`config.mk`:
```
export PLATFORM = sky130hd
export DESIGN_NAME = uart_rx_flat
export DESIGN_NICKNAME = d
export VERILOG_FILES = /design/src/rtl/uart_rx_if.sv /design/src/rtl/uart_rx.sv /design/src/flat_wrapper.sv
export SDC_FILE = /design/constraint.sdc
export NUM_CORES = 1
export LEC_CHECK = 0
export ABC_AREA = 0
export ABC_CLOCK_PERIOD_IN_PS = 3000
export CAP_MARGIN = 40
export CORE_MARGIN = 2
export CORE_UTILIZATION = 60
export CTS_BUF_LIST = sky130_fd_sc_hd__clkbuf_8
export DETAILED_ROUTE_END_ITERATION = 12
export GPL_ROUTABILITY_DRIVEN = 0
export PLACE_DENSITY = 0.79
export SETUP_SLACK_MARGIN = 0.05
export SLEW_MARGIN = 40
export SYNTH_ARGS = -nofsm -noshare
export SYNTH_HDL_FRONTEND = slang
export SYNTH_SLANG_ARGS = --single-unit
```
`constraint.sdc`:
```
create_clock -name i_clock -period 3 [get_ports i_clock]
set_input_delay 0.9 -clock i_clock [delete_from_list [all_inputs] [get_ports i_clock]]
set_output_delay 0.9 -clock i_clock [all_outputs]
set_load 0.1 [all_outputs]
```
`src/rtl/uart_rx_if.sv`:
```
// uart_rx_if: serial input and received-byte outputs of the UART receiver.
interface uart_rx_if #(
    parameter int NB_DATA = 8
);
    logic               i_rx;
    logic [NB_DATA-1:0] o_rx_data;
    logic               o_rx_done;
    logic               o_frame_err;

    modport master (input i_rx, output o_rx_data, o_rx_done, o_frame_err);
    modport slave (output i_rx, input o_rx_data, o_rx_done, o_frame_err);
endinterface

```
`src/rtl/uart_rx.sv`:
```
// uart_rx: 16x oversampling UART receiver, LSB first, one-cycle done strobe.
module uart_rx #(
    parameter int NB_DATA  = 8,
    parameter int SB_TICK  = 16,
    parameter int BAUD_DIV = 163
) (
    input logic        i_clock,
    input logic        i_reset,
    uart_rx_if.master  bus
);
    localparam int NW = NB_DATA > 1 ? $clog2(NB_DATA) : 1;
    localparam int BW = BAUD_DIV > 1 ? $clog2(BAUD_DIV) : 1;

    typedef enum logic [1:0] {IDLE, START, DATA, STOP} state_t;

    state_t             state_q, state_d;
    logic               sync1_q, sync2_q;
    logic [BW-1:0]      baud_q, baud_d;
    logic [3:0]         s_q, s_d;
    logic [NW-1:0]      n_q, n_d;
    logic [NB_DATA-1:0] sh_q, sh_d, data_q, data_d;
    logic               done_q, done_d, ferr_q, ferr_d;
    logic               rx, tick;

    assign rx   = sync2_q;
    assign tick = baud_q == BW'(BAUD_DIV - 1);

    always_comb begin
        baud_d  = tick ? '0 : baud_q + BW'(1);
        state_d = state_q;
        s_d     = s_q;
        n_d     = n_q;
        sh_d    = sh_q;
        data_d  = data_q;
        ferr_d  = ferr_q;
        done_d  = 1'b0;
        case (state_q)
            IDLE: if (!rx) begin
                state_d = START;
                s_d     = '0;
            end
            START: if (tick) begin
                s_d = s_q + 4'd1;
                if (s_q == 4'd7) begin
                    // a start bit that is high again at its centre was noise
                    state_d = rx ? IDLE : DATA;
                    s_d     = '0;
                    n_d     = '0;
                end
            end
            DATA: if (tick) begin
                s_d = s_q + 4'd1;
                if (s_q == 4'd15) begin
                    s_d     = '0;
                    sh_d    = NB_DATA'({rx, sh_q} >> 1);
                    state_d = n_q == NW'(NB_DATA - 1) ? STOP : DATA;
                    n_d     = n_q == NW'(NB_DATA - 1) ? n_q : n_q + NW'(1);
                end
            end
            default: if (tick) begin
                s_d = s_q + 4'd1;
                if (s_q == 4'(SB_TICK - 1)) begin
                    state_d = IDLE;
                    data_d  = sh_q;
                    ferr_d  = !rx;
                    done_d  = 1'b1;
                end
            end
        endcase
    end

    always_ff @(posedge i_clock or posedge i_reset) begin
        if (i_reset) begin
            sync1_q <= 1'b1;
            sync2_q <= 1'b1;
            baud_q  <= '0;
            state_q <= IDLE;
            s_q     <= '0;
            n_q     <= '0;
            sh_q    <= '0;
            data_q  <= '0;
            done_q  <= 1'b0;
            ferr_q  <= 1'b0;
        end else begin
            sync1_q <= bus.i_rx;
            sync2_q <= sync1_q;
            baud_q  <= baud_d;
            state_q <= state_d;
            s_q     <= s_d;
            n_q     <= n_d;
            sh_q    <= sh_d;
            data_q  <= data_d;
            done_q  <= done_d;
            ferr_q  <= ferr_d;
        end
    end

    assign bus.o_rx_data   = data_q;
    assign bus.o_rx_done   = done_q;
    assign bus.o_frame_err = ferr_q;
endmodule

```
`src/flat_wrapper.sv`:
```
// flat-port wrapper written by rule: the top's interface ports become plain ports
module uart_rx_flat 
#(
    parameter int NB_DATA  = 8,
    parameter int SB_TICK  = 16,
    parameter int BAUD_DIV = 163
)
  (i_clock, i_reset, bus_i_rx, bus_o_rx_data, bus_o_rx_done, bus_o_frame_err);
  uart_rx_if #(.NB_DATA(NB_DATA)) bus_i ();
  input logic i_clock;
  input logic i_reset;
  input wire logic [$bits(bus_i.i_rx)-1:0] bus_i_rx;
  output wire logic [$bits(bus_i.o_rx_data)-1:0] bus_o_rx_data;
  output wire logic [$bits(bus_i.o_rx_done)-1:0] bus_o_rx_done;
  output wire logic [$bits(bus_i.o_frame_err)-1:0] bus_o_frame_err;
  assign bus_i.i_rx = bus_i_rx;
  assign bus_o_rx_data = bus_i.o_rx_data;
  assign bus_o_rx_done = bus_i.o_rx_done;
  assign bus_o_frame_err = bus_i.o_frame_err;
  uart_rx #(.NB_DATA(NB_DATA), .SB_TICK(SB_TICK), .BAUD_DIV(BAUD_DIV)) u_core (.i_clock(i_clock), .i_reset(i_reset), .bus(bus_i));
endmodule
```
Yosys cells after proc, flatten, opt, wreduce, memory -nomap -nowiden --
Index checks and enable logic that the tools add are counted.
Operators by class: add/sub/neg operators 3, equality and inequality tests 12, muxes and demuxes 27, bitwise logic cells 1, reductions and logical operators 11
Operators by type and width (number):
- $mux 4 | 6
- $mux 2 | 8
- $mux 3 | 5
- $pmux 4 s3 | 1
- $add 8x1->8 const B | 1
- $eq 8x8->1 const B | 1
- $mux 8 | 1
- $ne 2x1->1 const B | 4
- $reduce_and 7->1 | 1
- $pmux 2 s3 | 1
- $pmux 3 s2 | 1
- $reduce_and 3->1 | 2
- $reduce_and 6->1 | 1
- $add 4x1->4 const B | 1
- $eq 4x3->1 const B | 1
- $eq 4x4->1 const B | 1
- $mux 1 | 4
- $ne 2x2->1 const B | 2
- $reduce_and 4->1 | 1
- $reduce_bool 2->1 | 2
- $add 3x1->3 const B | 1
- $eq 3x3->1 const B | 1
- $reduce_bool 3->1 | 1
- $reduce_or 3->1 | 1
- other kinds (5) | 5
Storage, ports and cells: register bits after elaboration 37, input bits 3, output and inout bits 10, word-level logic and storage cells 64

Depth between registers and ports, before layout --
Gate-level depths: netlist (run 1).
depth in word-level cells 5, gate-level depth with buffers 7, depth with buffers taken out 6

Least setup slack after synthesis (run 1) --
OpenSTA, ideal clock, no wires.
path kind register -> register, start register u_core.baud_q[0], end register u_core.sh_q[0], library setup time 0.125 ns, data arrival time 1.701 ns, required time 2.875 ns, setup slack 1.174 ns, cell stages (with the launch flop) 6, path buffers 0, clock period less this slack 1.826 ns, cell sequence dfrtp_1 -> inv_1 -> ha_1 -> nand4b_1 -> nor4_4 -> mux2_2
Between the ends: longest elaborated chain between the ends 2
Ends and longest elaborated chain:
- start, declared | RTL line uart_rx.sv:18 | logic [BW-1:0] baud_q, baud_d;
- start signal, assigned | RTL line uart_rx.sv:87 | baud_q <= baud_d;
- $eq 8x8->1 | RTL line uart_rx.sv:26 | assign tick = baud_q == BW'(BAUD_DIV - 1);
- $reduce_and 3->1 (no source line)
- end signal, assigned | RTL line uart_rx.sv:80 | sh_q <= '0;
- end signal, assigned | RTL line uart_rx.sv:91 | sh_q <= sh_d;
- end, declared | RTL line uart_rx.sv:21 | logic [NB_DATA-1:0] sh_q, sh_d, data_q, data_d;
No other way between the ends. A chain may end at the register's enable or synchronous reset.

Worst setup path in the final report (run 1) --
start register u_core.baud_q[0], end register u_core.sh_q[4]
The elaborated chain is that of the path after synthesis.

==> flow_summary.yaml, run 1 <==
outcome:
  outcome: "finished, final reports clean"
clock_tree:
  path_clk_slew_ns: 0.07
  cts_tree: "yes"
  cts-root-buf: "clkbuf_8"
  clk_path_buf_depth: 2
  hold_buffers: 0
  clock-sinks: 37
  post_cts_buffers: 0
  htreeDepth: 2
  cts_resized: 0
  cts_made_buffers: 5
  clk_latency_ns: 0.29
die:
  io_pins: 13
  die_w_um: 56.4
  std_cell_rows: 18
  die_y_um: 56.4
  die_area_mm2: 0.00318
  core-area_mm2: 0.00254
  start_util_pct: 64.7
route:
  wl_mm: 2.85
  drcViolationCount: 0
  drtIter0Drc: 28
  ant_nets: 0
  first_pass_iters: 4
  avgViaCountPerCell: 5.93
  wl_per_cell_um: 15.8
  vias: 1068
setup_path:
  endpoint_kind: "flip-flop"
  reg2reg_depth: 5
  reg2reg_from: "u_core.baud_q[0]"
  critPathMaxFanout: 9
  cp.required_ns: 3.17
  arrival_ns: 2.18
  worstSetupStartpoint: "u_core.baud_q[0]"
  startpoint_type: "flip-flop"
  crit_type: "flip-flop to flip-flop"
timing:
  fin_crit_sh_pct: 67.3
  worst_pin_slew_ns: 0.588
  finalHoldViolCount: 0
  drv_slew: 0
  finalCriticalPeriod_ns: 2.02
  tns_ns: 0
  maxSlewHeadroom_pct: 60.5
  worst_slack_ns: 0.980
  setup_viol_count_final: 0
  fin_worst_skew_ns: 0.00797
  rsz0062_at_grt: "false"
  timing.fmax_mhz: 495
synth:
  synth_nets: 140
  async_reset_ff_share_pct: 100
  avgSynthCellArea_um2: 12.5
  synth-edff-count: 0
  yosysUniqueCellTypes: 38
  yosysWarnings: 0
  netlist_area_mm2: 0.00165
  synth-seq-cells: 37
  syn_inst: 132
  seq_area_frac_synth_pct: 56.4
  ys.flop_type: "dfrtp_1"
placement:
  portBuffers: 12
  hpwlAfterDp_mm: 1.86
  numPlacedInstances: 172
  dp_slack_ns: 0.987
min_path:
  hold_depth: 0
  hp-class: "flip-flop to flip-flop"
  min_from: "u_core.sync1_q"
pwr:
  p_per_area_mw_per_mm2: 462
  p_leak_nw: 0.932
  p_total_w: 0.000862
  irDropWorstVdd_v: 0.000386
grt:
  grt_pass1_wl_mm: 4.91
  grt_pass1_vias: 1063
  track_usage_pct: 20.1
  antenna_found_initial: 0
  grt_max_degree: 38
  globalRouteOverflowTotal: 0
cells_and_area:
  fin_nets: 157
  antenna_cells: 0
  multi_input_area_um2: 684
  syn2layout_area_growth_pct: 13.3
  fillerInstances: 173
  seqCellArea_um2: 928
  drive_above_1_share_pct: 26.7
  stdcell_count: 180
job:
  maxCapViolations: 0
## cells by family after synthesis
family / Yosys count / synth area share, %
xor+xnor: 7 / 3.72
buf+inv: 8 / 2.05
compound gates: 15 / 6.54
simple gates: 43 / 15.9
fa+ha+maj: 5 / 3.80
flops: 37 / 56.4
mux: 17 / 11.6
## path summary, 6_finish.rpt
| kind | to | slack [ns] |
|---|---|---|
| min | u_core.rx | 0.36 |
| min in group asynchronous | u_core.bus.o_rx_data[0] | 1.01 |
| max | u_core.sh_q[4] | 0.98 |
| min reg2reg | u_core.rx | 0.36 |
| max in group asynchronous | u_core.rx | 1.64 |
| max reg2reg | u_core.sh_q[4] | 0.98 |
## through the flow
step,utilization [%],hold WS [ns],area [um^2]
6_report,73.3,0.359,1870
5_1_grt,73.3,0.354,1870
4_1_cts,73.3,0.358,1870
3_5_place_dp,69.8,0.350,1780
3_3_place_gp,69.8,0.347,1780
2_1_floorplan,-,0.345,1650
## routing by layer
| metal | up-vias | wire length (um) | part of all wire, % | track usage, % |
|---|---|---|---|---|
| met3 | 9 | 94 | 3.3 | 5.07 |
| met4 | 0 | 56 | 2.0 | 8.16 |
| met5 | - | 0 | 0 | 0 |
| li1 | 509 | - | - | - |
| met2 | 23 | 1390 | 49 | 31.4 |
| met1 | 527 | 1310 | 46 | 27.0 |
## final cells by class
cell class	instances	share of cell area [%]
Clock inverter	2	0.402
Tap cell	30	2.01
Clock buffer	6	4.43
Inverter	4	0.805
Multi-Input combinational cell	87	36.7
Sequential cell	37	49.8
Timing Repair Buffer	14	5.90
## cell usage after synthesis (2+ instances only)
master    count  area, um^2
dfrtp_1      35         876
mux2_2       16         180
nand3_1       8        40.0
nor2_1        7        26.3
nand2_1       6        22.5
ha_1          5        62.6
inv_1         4        15.0
nor3_1        4        20.0
xor2_1        4        35.0
a31oi_1       3        18.8
and3_1        3        18.8
clkbuf_1      3        11.3
xnor2_1       3        26.3
a21oi_1       2        10.0
a22o_1        2        17.5
and2_1        2        12.5
dfstp_2       2        52.6
nand4b_1      2        17.5
o21ai_0       2        10.0
## state kept, by name (all words and copies together), names as in the netlist
register,cells
u_core.sync1_q,1
u_core.rx,1
u_core.s_q,4
u_core.n_q,3
u_core.bus.o_frame_err,1
u_core.sh_q,8
u_core.bus.o_rx_data,8
u_core.bus.o_rx_done,1
u_core.baud_q,8
u_core.state_q,2
## layout by cell type (no fill, tap or decap), types with 2 or more instances in the layout
cell type	netlist	final
dfrtp_1	35	35
mux2_2	16	16
buf_4	1	12
nand3_1	8	8
nor2_1	7	7
inv_1	4	6
nand2_1	6	6
clkbuf_8	0	6
ha_1	5	5
nor3_1	4	4
xor2_1	4	4
and3_1	3	3
xnor2_1	3	3
a31oi_1	3	3
nand4b_1	2	2
and2_1	2	2
o21ai_0	2	2
a22o_1	2	2
a21oi_1	2	2
clkdlybuf4s50_1	0	2
dfstp_2	2	2
## worst max-delay path, stage by stage, from the launching register on
cell	delay [ns]
dfrtp_1	0.42
inv_1	0.08
ha_1	0.16
nand4b_1	0.21
nor4_4	0.63
mux2_2	0.41
## report_power, final
group          switching, W  internal, W
combinational    0.00000969   0.00000336
clock              0.000166     0.000180
sequential      0.000000990     0.000501
total              0.000177     0.000685
Note: power is estimated with default switching activity, not from simulation.
==> run 2: changes to the inputs <==
--- a/config.mk
+++ b/config.mk
@@ -6,14 +6,14 @@
 export NUM_CORES = 1
 export LEC_CHECK = 0
 export ABC_AREA = 0
-export ABC_CLOCK_PERIOD_IN_PS = 3000
+export ABC_CLOCK_PERIOD_IN_PS = 1800
 export CAP_MARGIN = 40
 export CORE_MARGIN = 2
-export CORE_UTILIZATION = 60
+export CORE_UTILIZATION = 54
 export CTS_BUF_LIST = sky130_fd_sc_hd__clkbuf_8
 export DETAILED_ROUTE_END_ITERATION = 12
 export GPL_ROUTABILITY_DRIVEN = 0
-export PLACE_DENSITY = 0.79
+export PLACE_DENSITY = 0.75
 export SETUP_SLACK_MARGIN = 0.05
 export SLEW_MARGIN = 40
 export SYNTH_ARGS = -nofsm -noshare
==> constraint.sdc (replaced) <==
create_clock -name i_clock -period 1.8 [get_ports i_clock]
set_input_delay 0.54 -clock i_clock [delete_from_list [all_inputs] [get_ports i_clock]]
set_output_delay 0.54 -clock i_clock [all_outputs]
set_load 0.1 [all_outputs]
==> run 2 against run 1 <==
  * The flow now finishes with violations (negative setup slack)
  * Via count rose by 2.8%
  * Combinational power grew 98%
  * Sequential share of layout area shrank 5.6 points
  * Sequential power rose by 67%
  * Critical path type unchanged
  * Register-to-register slack worse by 0.98 ns
  * Global-route usage rose by 0.16 points
  * Die area grew 10%
  * Final area grew 13%
  * Worst setup slack lost 0.98 ns
  * Clock-buffer cell count stayed put
  * Clock power is 75% higher
==> flow_summary.yaml, run 2 (synthesis gave the netlist of run 1 again) <==
clock_tree:
  path_clk_slew_ns: 0.07
  cts_made_buffers: 5
  clk_path_buf_depth: 2
  cts-root-buf: "clkbuf_8"
  htreeDepth: 2
  hold_buffers: 0
  clk_latency_ns: 0.29
  cts_tree: "yes"
  clock-sinks: 37
cells_and_area:
  syn2layout_area_growth_pct: 27.6
  final_cell_mix: "dfrtp_1, mux2_2, buf_12"
  antenna_cells: 0
  final_area_mm2: 0.00210
  fillerInstances: 204
  fin_util_pct: 70.5
  fin_nets: 166
  drive_above_1_share_pct: 34.0
  layout_commonest_cell: "dfrtp_1"
route:
  wl_per_cell_um: 16.0
  drcViolationCount: 0
  drtIter0Drc: 26
  first_pass_iters: 4
  vias: 1098
  ant_nets: 0
  wl_mm: 3.07
  avgViaCountPerCell: 5.72
grt:
  antenna_found_initial: 0
  track_usage_pct: 20.3
  grt_pass1_wl_mm: 5.11
  grt_pass1_vias: 1084
  globalRouteOverflowTotal: 0
  grt_max_degree: 38
pwr:
  p_leak_nw: 1.01
  p_total_w: 0.00147
  irDropWorstVdd_v: 0.000643
  p_per_area_mw_per_mm2: 699
timing:
  finalCriticalPeriod_ns: 1.80
  fin_worst_skew_ns: 0.00760
  timing.fmax_mhz: 555
  worst_pin_slew_ns: 0.397
  setup_viol_count_final: 2
  rsz0062_at_grt: "true"
  finalHoldViolCount: 0
  drv_slew: 0
  fin_crit_sh_pct: 100
  maxSlewHeadroom_pct: 73.4
  worst_slack_ns: -0.00240
outcome:
  outcome: "complete, but fails checks"
  violations: "negative setup slack"
setup_path:
  arrival_ns: 1.98
  cp.required_ns: 1.98
  startpoint_type: "flip-flop"
  slowest_delay_ns: 0.40
  worstSetupStartpoint: "u_core.baud_q[0]"
  reg2reg_from: "u_core.baud_q[0]"
  worst_path_max_delay_cell: "dfrtp_1"
  crit_type: "flip-flop to flip-flop"
  path_cells: "inv_1 > ha_2 > nand4b_1 > nor4_4 > buf_6 > mux2_2"
  critPathMaxFanout: 9
  endpoint_kind: "flip-flop"
die:
  core-area_mm2: 0.00298
  die_w_um: 59.2
  die_y_um: 59.2
  io_pins: 13
  std_cell_rows: 20
  start_util_pct: 55.3
  die_area_mm2: 0.00351
placement:
  place_area_mm2: 0.00198
  hpwlAfterDp_mm: 2.08
  portBuffers: 12
min_path:
  hp-class: "flip-flop to flip-flop"
  min_from: "u_core.sync1_q"
job:
  maxCapViolations: 0
-- run 2: changes by cell type in the layout (fill, tap and decap cells not counted), sizes merged --
cell and change:
buf +9, clkinv +2, inv -2
-- run 2: final timing paths --
check | end | depth (start not counted) | slack, ns
max in group asynchronous | u_core.rx | 3 | 0.95
hold / removal | u_core.rx | 0 | 0.37
min in group asynchronous | u_core.bus.o_rx_data[0] | 3 | 0.59
setup / recovery | u_core.sh_q[7] | 6 | -0.002
setup reg to reg | u_core.sh_q[7] | 6 | -0.002
hold reg to reg | u_core.rx | 0 | 0.37
-- run 2: layout make-up --
| class | count | area [um^2] | share of cell area [%] |
|---|---|---|---|
| Clock buffer | 6 | 82.6 | 3.93 |
| Tap cell | 33 | 41.3 | 1.97 |
| Clock inverter | 2 | 13.8 | 0.655 |
| Sequential cell | 37 | 928 | 44.2 |
| Inverter | 4 | 15.0 | 0.715 |
| Timing Repair Buffer | 23 | 319 | 15.2 |
| Multi-Input combinational cell | 87 | 701 | 33.4 |
-- run 2: what timing repair did --
item                                    CTS  global route
buffers inserted                          0             0
endpoints found under the setup margin   16            20
resized for setup                         1             6
-- run 2: metrics by stage --
step | TNS [ns] | hold slack, ns | cells | worst slack (ns)
after CTS | 0 | 0.363 | 192 | 0.0164
after floorplan | -0.0108 | 0.345 | 132 | -0.00135
after global placement | 0 | 0.349 | 184 | 0.0706
final | -0.00333 | 0.365 | 192 | -0.00240
after global routing | -1.23 | 0.368 | 192 | -0.0856
after detailed placement | 0 | 0.349 | 184 | 0.0368
-- run 2: worst max-delay path, delay by kind of cell (launching register included) --
family                     cells  cell delay [ns]
and+or+nand+nor                2             0.54
DFF                            1             0.40
muxes                          1             0.34
buffers and inverters          2             0.25
adders and majority gates      1             0.18
-- run 2: power breakdown --
| group | switching, W | internal, W |
|---|---|---|
| logic | 0.0000172 | 0.00000866 |
| registers | 0.00000153 | 0.000835 |
| clock network | 0.000296 | 0.000310 |
| total | 0.000315 | 0.00115 |
-- run 2: layer usage --
| metal | track usage [%] | part of all wire, % | vias up |
|---|---|---|---|
| met4 | 9.42 | 1.8 | 0 |
| met2 | 31.2 | 50 | 9 |
| met5 | 0 | 0 | - |
| li1 | - | - | 530 |
| met3 | 6.11 | 2.6 | 5 |
| met1 | 26.3 | 45 | 554 |
==> run 3: changes to the inputs <==
--- a/config.mk
+++ b/config.mk
@@ -6,14 +6,14 @@
 export NUM_CORES = 1
 export LEC_CHECK = 0
 export ABC_AREA = 0
-export ABC_CLOCK_PERIOD_IN_PS = 1800
+export ABC_CLOCK_PERIOD_IN_PS = 1650
 export CAP_MARGIN = 40
-export CORE_MARGIN = 2
-export CORE_UTILIZATION = 54
+export CORE_MARGIN = 1.5
+export CORE_UTILIZATION = 45
 export CTS_BUF_LIST = sky130_fd_sc_hd__clkbuf_8
 export DETAILED_ROUTE_END_ITERATION = 12
 export GPL_ROUTABILITY_DRIVEN = 0
-export PLACE_DENSITY = 0.75
+export PLACE_DENSITY = 0.64
 export SETUP_SLACK_MARGIN = 0.05
 export SLEW_MARGIN = 40
 export SYNTH_ARGS = -nofsm -noshare
==> constraint.sdc (replaced) <==
create_clock -name i_clock -period 1.65 [get_ports i_clock]
set_input_delay 0.495 -clock i_clock [delete_from_list [all_inputs] [get_ports i_clock]]
set_output_delay 0.495 -clock i_clock [all_outputs]
set_load 0.1 [all_outputs]
==> run 3 against run 2 <==
  * The run still ends with negative setup slack left
  * Critical path depth up 1
  * Critical endpoint is now u_core.sh_q[0]
  * Combinational power up 13%
  * Power grew 20%
  * Critical path type unchanged
  * Largest cell class unchanged
  * Clock-buffer cell count did not move
  * Sequential cell count did not move
  * Routed wire length up 11%
  * Non-clock buffer count up 18
  * Register-to-register slack got worse by 0.13 ns
  * Maximum frequency up 1.2%
  * Worst setup slack worse by 0.13 ns
  * Clock power increased by 35%
==> flow_summary.yaml, run 3 (synthesis gave the netlist of run 1 again) <==
outcome:
  outcome: "complete, but fails checks"
  violations: "negative setup slack"
route:
  avgViaCountPerCell: 5.32
  wl_per_cell_um: 15.3
  first_pass_iters: 4
  drtIter0Drc: 62
  drcViolationCount: 0
  vias: 1186
  ant_nets: 0
  wl_mm: 3.42
min_path:
  hp-class: "flip-flop to flip-flop"
  hold_depth: 0
grt:
  globalRouteOverflowTotal: 0
  grt_pass1_vias: 1230
  antenna_found_initial: 0
  track_usage_pct: 18.8
  grt_max_degree: 38
  grt_pass1_wl_mm: 5.85
setup_path:
  cp_common_cell: "buf_6"
  critPathMaxFanout: 9
  arrival_ns: 1.96
  startpoint_type: "flip-flop"
  worst_path_max_delay_cell: "dfrtp_1"
  path_cells: "inv_1 > ha_2 > nand4b_1 > buf_6 > nor4_4 > buf_6 > mux2_2"
  crit_type: "flip-flop to flip-flop"
  endpoint_kind: "flip-flop"
  cp.required_ns: 1.83
  reg2reg_depth: 7
  slowest_delay_ns: 0.38
pwr:
  p_leak_nw: 1.12
  p_total_w: 0.00176
  irDropWorstVdd_v: 0.000636
  p_per_area_mw_per_mm2: 739
die:
  io_pins: 13
  die_y_um: 63.5
  die_w_um: 63.5
  std_cell_rows: 21
  start_util_pct: 48.2
  die_area_mm2: 0.00403
  core-area_mm2: 0.00342
cells_and_area:
  layout_commonest_cell: "dfrtp_1"
  final_area_mm2: 0.00238
  fin_util_pct: 69.7
  drive_above_1_share_pct: 44.1
  stdcell_count: 223
  final_cell_mix: "dfrtp_1, buf_4, buf_12"
  fin_nets: 184
  antenna_cells: 0
  syn2layout_area_growth_pct: 44.6
clock_tree:
  cts_made_buffers: 5
  path_clk_slew_ns: 0.07
  htreeDepth: 2
  clk_latency_ns: 0.29
  cts-root-buf: "clkbuf_8"
  clock-sinks: 37
  clk_path_buf_depth: 2
  cts_tree: "yes"
timing:
  worst_pin_slew_ns: 0.327
  drv_slew: 0
  setup_viol_count_final: 19
  fin_crit_sh_pct: 108
  finalHoldViolCount: 0
  worst_slack_ns: -0.131
  maxSlewHeadroom_pct: 78.0
  rsz0062_at_grt: "true"
  fin_worst_skew_ns: 0.00397
  timing.fmax_mhz: 562
  tns_ns: -1.69
  finalCriticalPeriod_ns: 1.78
placement:
  hpwlAfterDp_mm: 2.23
  place_area_mm2: 0.00209
  portBuffers: 12
  numPlacedInstances: 207
job:
  maxCapViolations: 0
-- run 3: cell types whose count changed in the layout (fill, tap and decap cells not counted), moves of 2 or more --
cell	change
buf_4	+11
mux2_2	-8
mux2_4	+8
buf_6	+7
a31oi_1	-2
-- run 3: layout make-up --
| class | instances | area [um^2] |
|---|---|---|
| fill | 255 | 1030 |
| sequential | 37 | 928 |
| multi-input combinational | 87 | 779 |
| timing repair buffer | 41 | 480 |
| clock buffer | 6 | 82.6 |
| tap | 46 | 57.6 |
| clock inverter | 2 | 37.5 |
| inverter | 4 | 15.0 |
-- run 3: final timing paths --
| kind | to | slack (ns) | startpoint |
|---|---|---|---|
| worst min-delay path | u_core.rx | 0.36 | u_core.sync1_q |
| min in group asynchronous | u_core.bus.o_rx_done | 0.55 | i_reset |
| max in group asynchronous | u_core.sync1_q | 0.83 | i_reset |
| worst min register to register | u_core.rx | 0.36 | u_core.sync1_q |
| worst max register to register | u_core.sh_q[0] | -0.13 | u_core.baud_q[0] |
| worst max-delay path | u_core.sh_q[0] | -0.13 | u_core.baud_q[0] |
-- run 3: metrics by stage --
stage               setup WS, ns  hold WS (ns)
floorplan                 -0.151         0.345
global placement         -0.0731         0.346
detailed placement        -0.136         0.351
CTS                       -0.129         0.362
global route              -0.189         0.364
finish                    -0.131         0.360
-- run 3: what timing repair did --
| item | 4_1_cts | 5_1_grt |
|---|---|---|
| buffers inserted | 5 | 2 |
| gates cloned | 1 | 0 |
| hold buffers | 0 | 0 |
| endpoints found under the setup margin | 21 | 24 |
| gates resized for setup | 14 | 16 |
| pin swaps | 2 | 4 |
-- run 3: worst max-delay path, delay by kind of cell (launching register included) --
family / cells / cell delay [ns]
adder cells (fa/ha/maj): 1 / 0.17
buffers and inverters: 3 / 0.40
multiplexers: 1 / 0.34
flip-flops: 1 / 0.38
AND/OR/NAND/NOR: 2 / 0.38
-- run 3: power by group --
group | total [W] | switching (W) | leakage [nW] | internal (W)
sequential | 0.000913 | 0.00000237 | 0.491 | 0.000911
clock | 0.000818 | 0.000327 | 0.0574 | 0.000491
combinational | 0.0000291 | 0.0000195 | 0.571 | 0.00000955
total | 0.00176 | 0.000349 | 1.12 | 0.00141
-- run 3: routing by layer --
| layer | up-vias | track usage, % | part of all wire, % | routed length [um] |
|---|---|---|---|---|
| li1 | 568 | - | - | - |
| met2 | 20 | 28.8 | 51 | 1740 |
| met1 | 589 | 24.8 | 44 | 1490 |
| met4 | 0 | 9.24 | 2.2 | 74 |
| met3 | 9 | 4.64 | 3.2 | 108 |
| met5 | - | 0 | 0 | 0 |
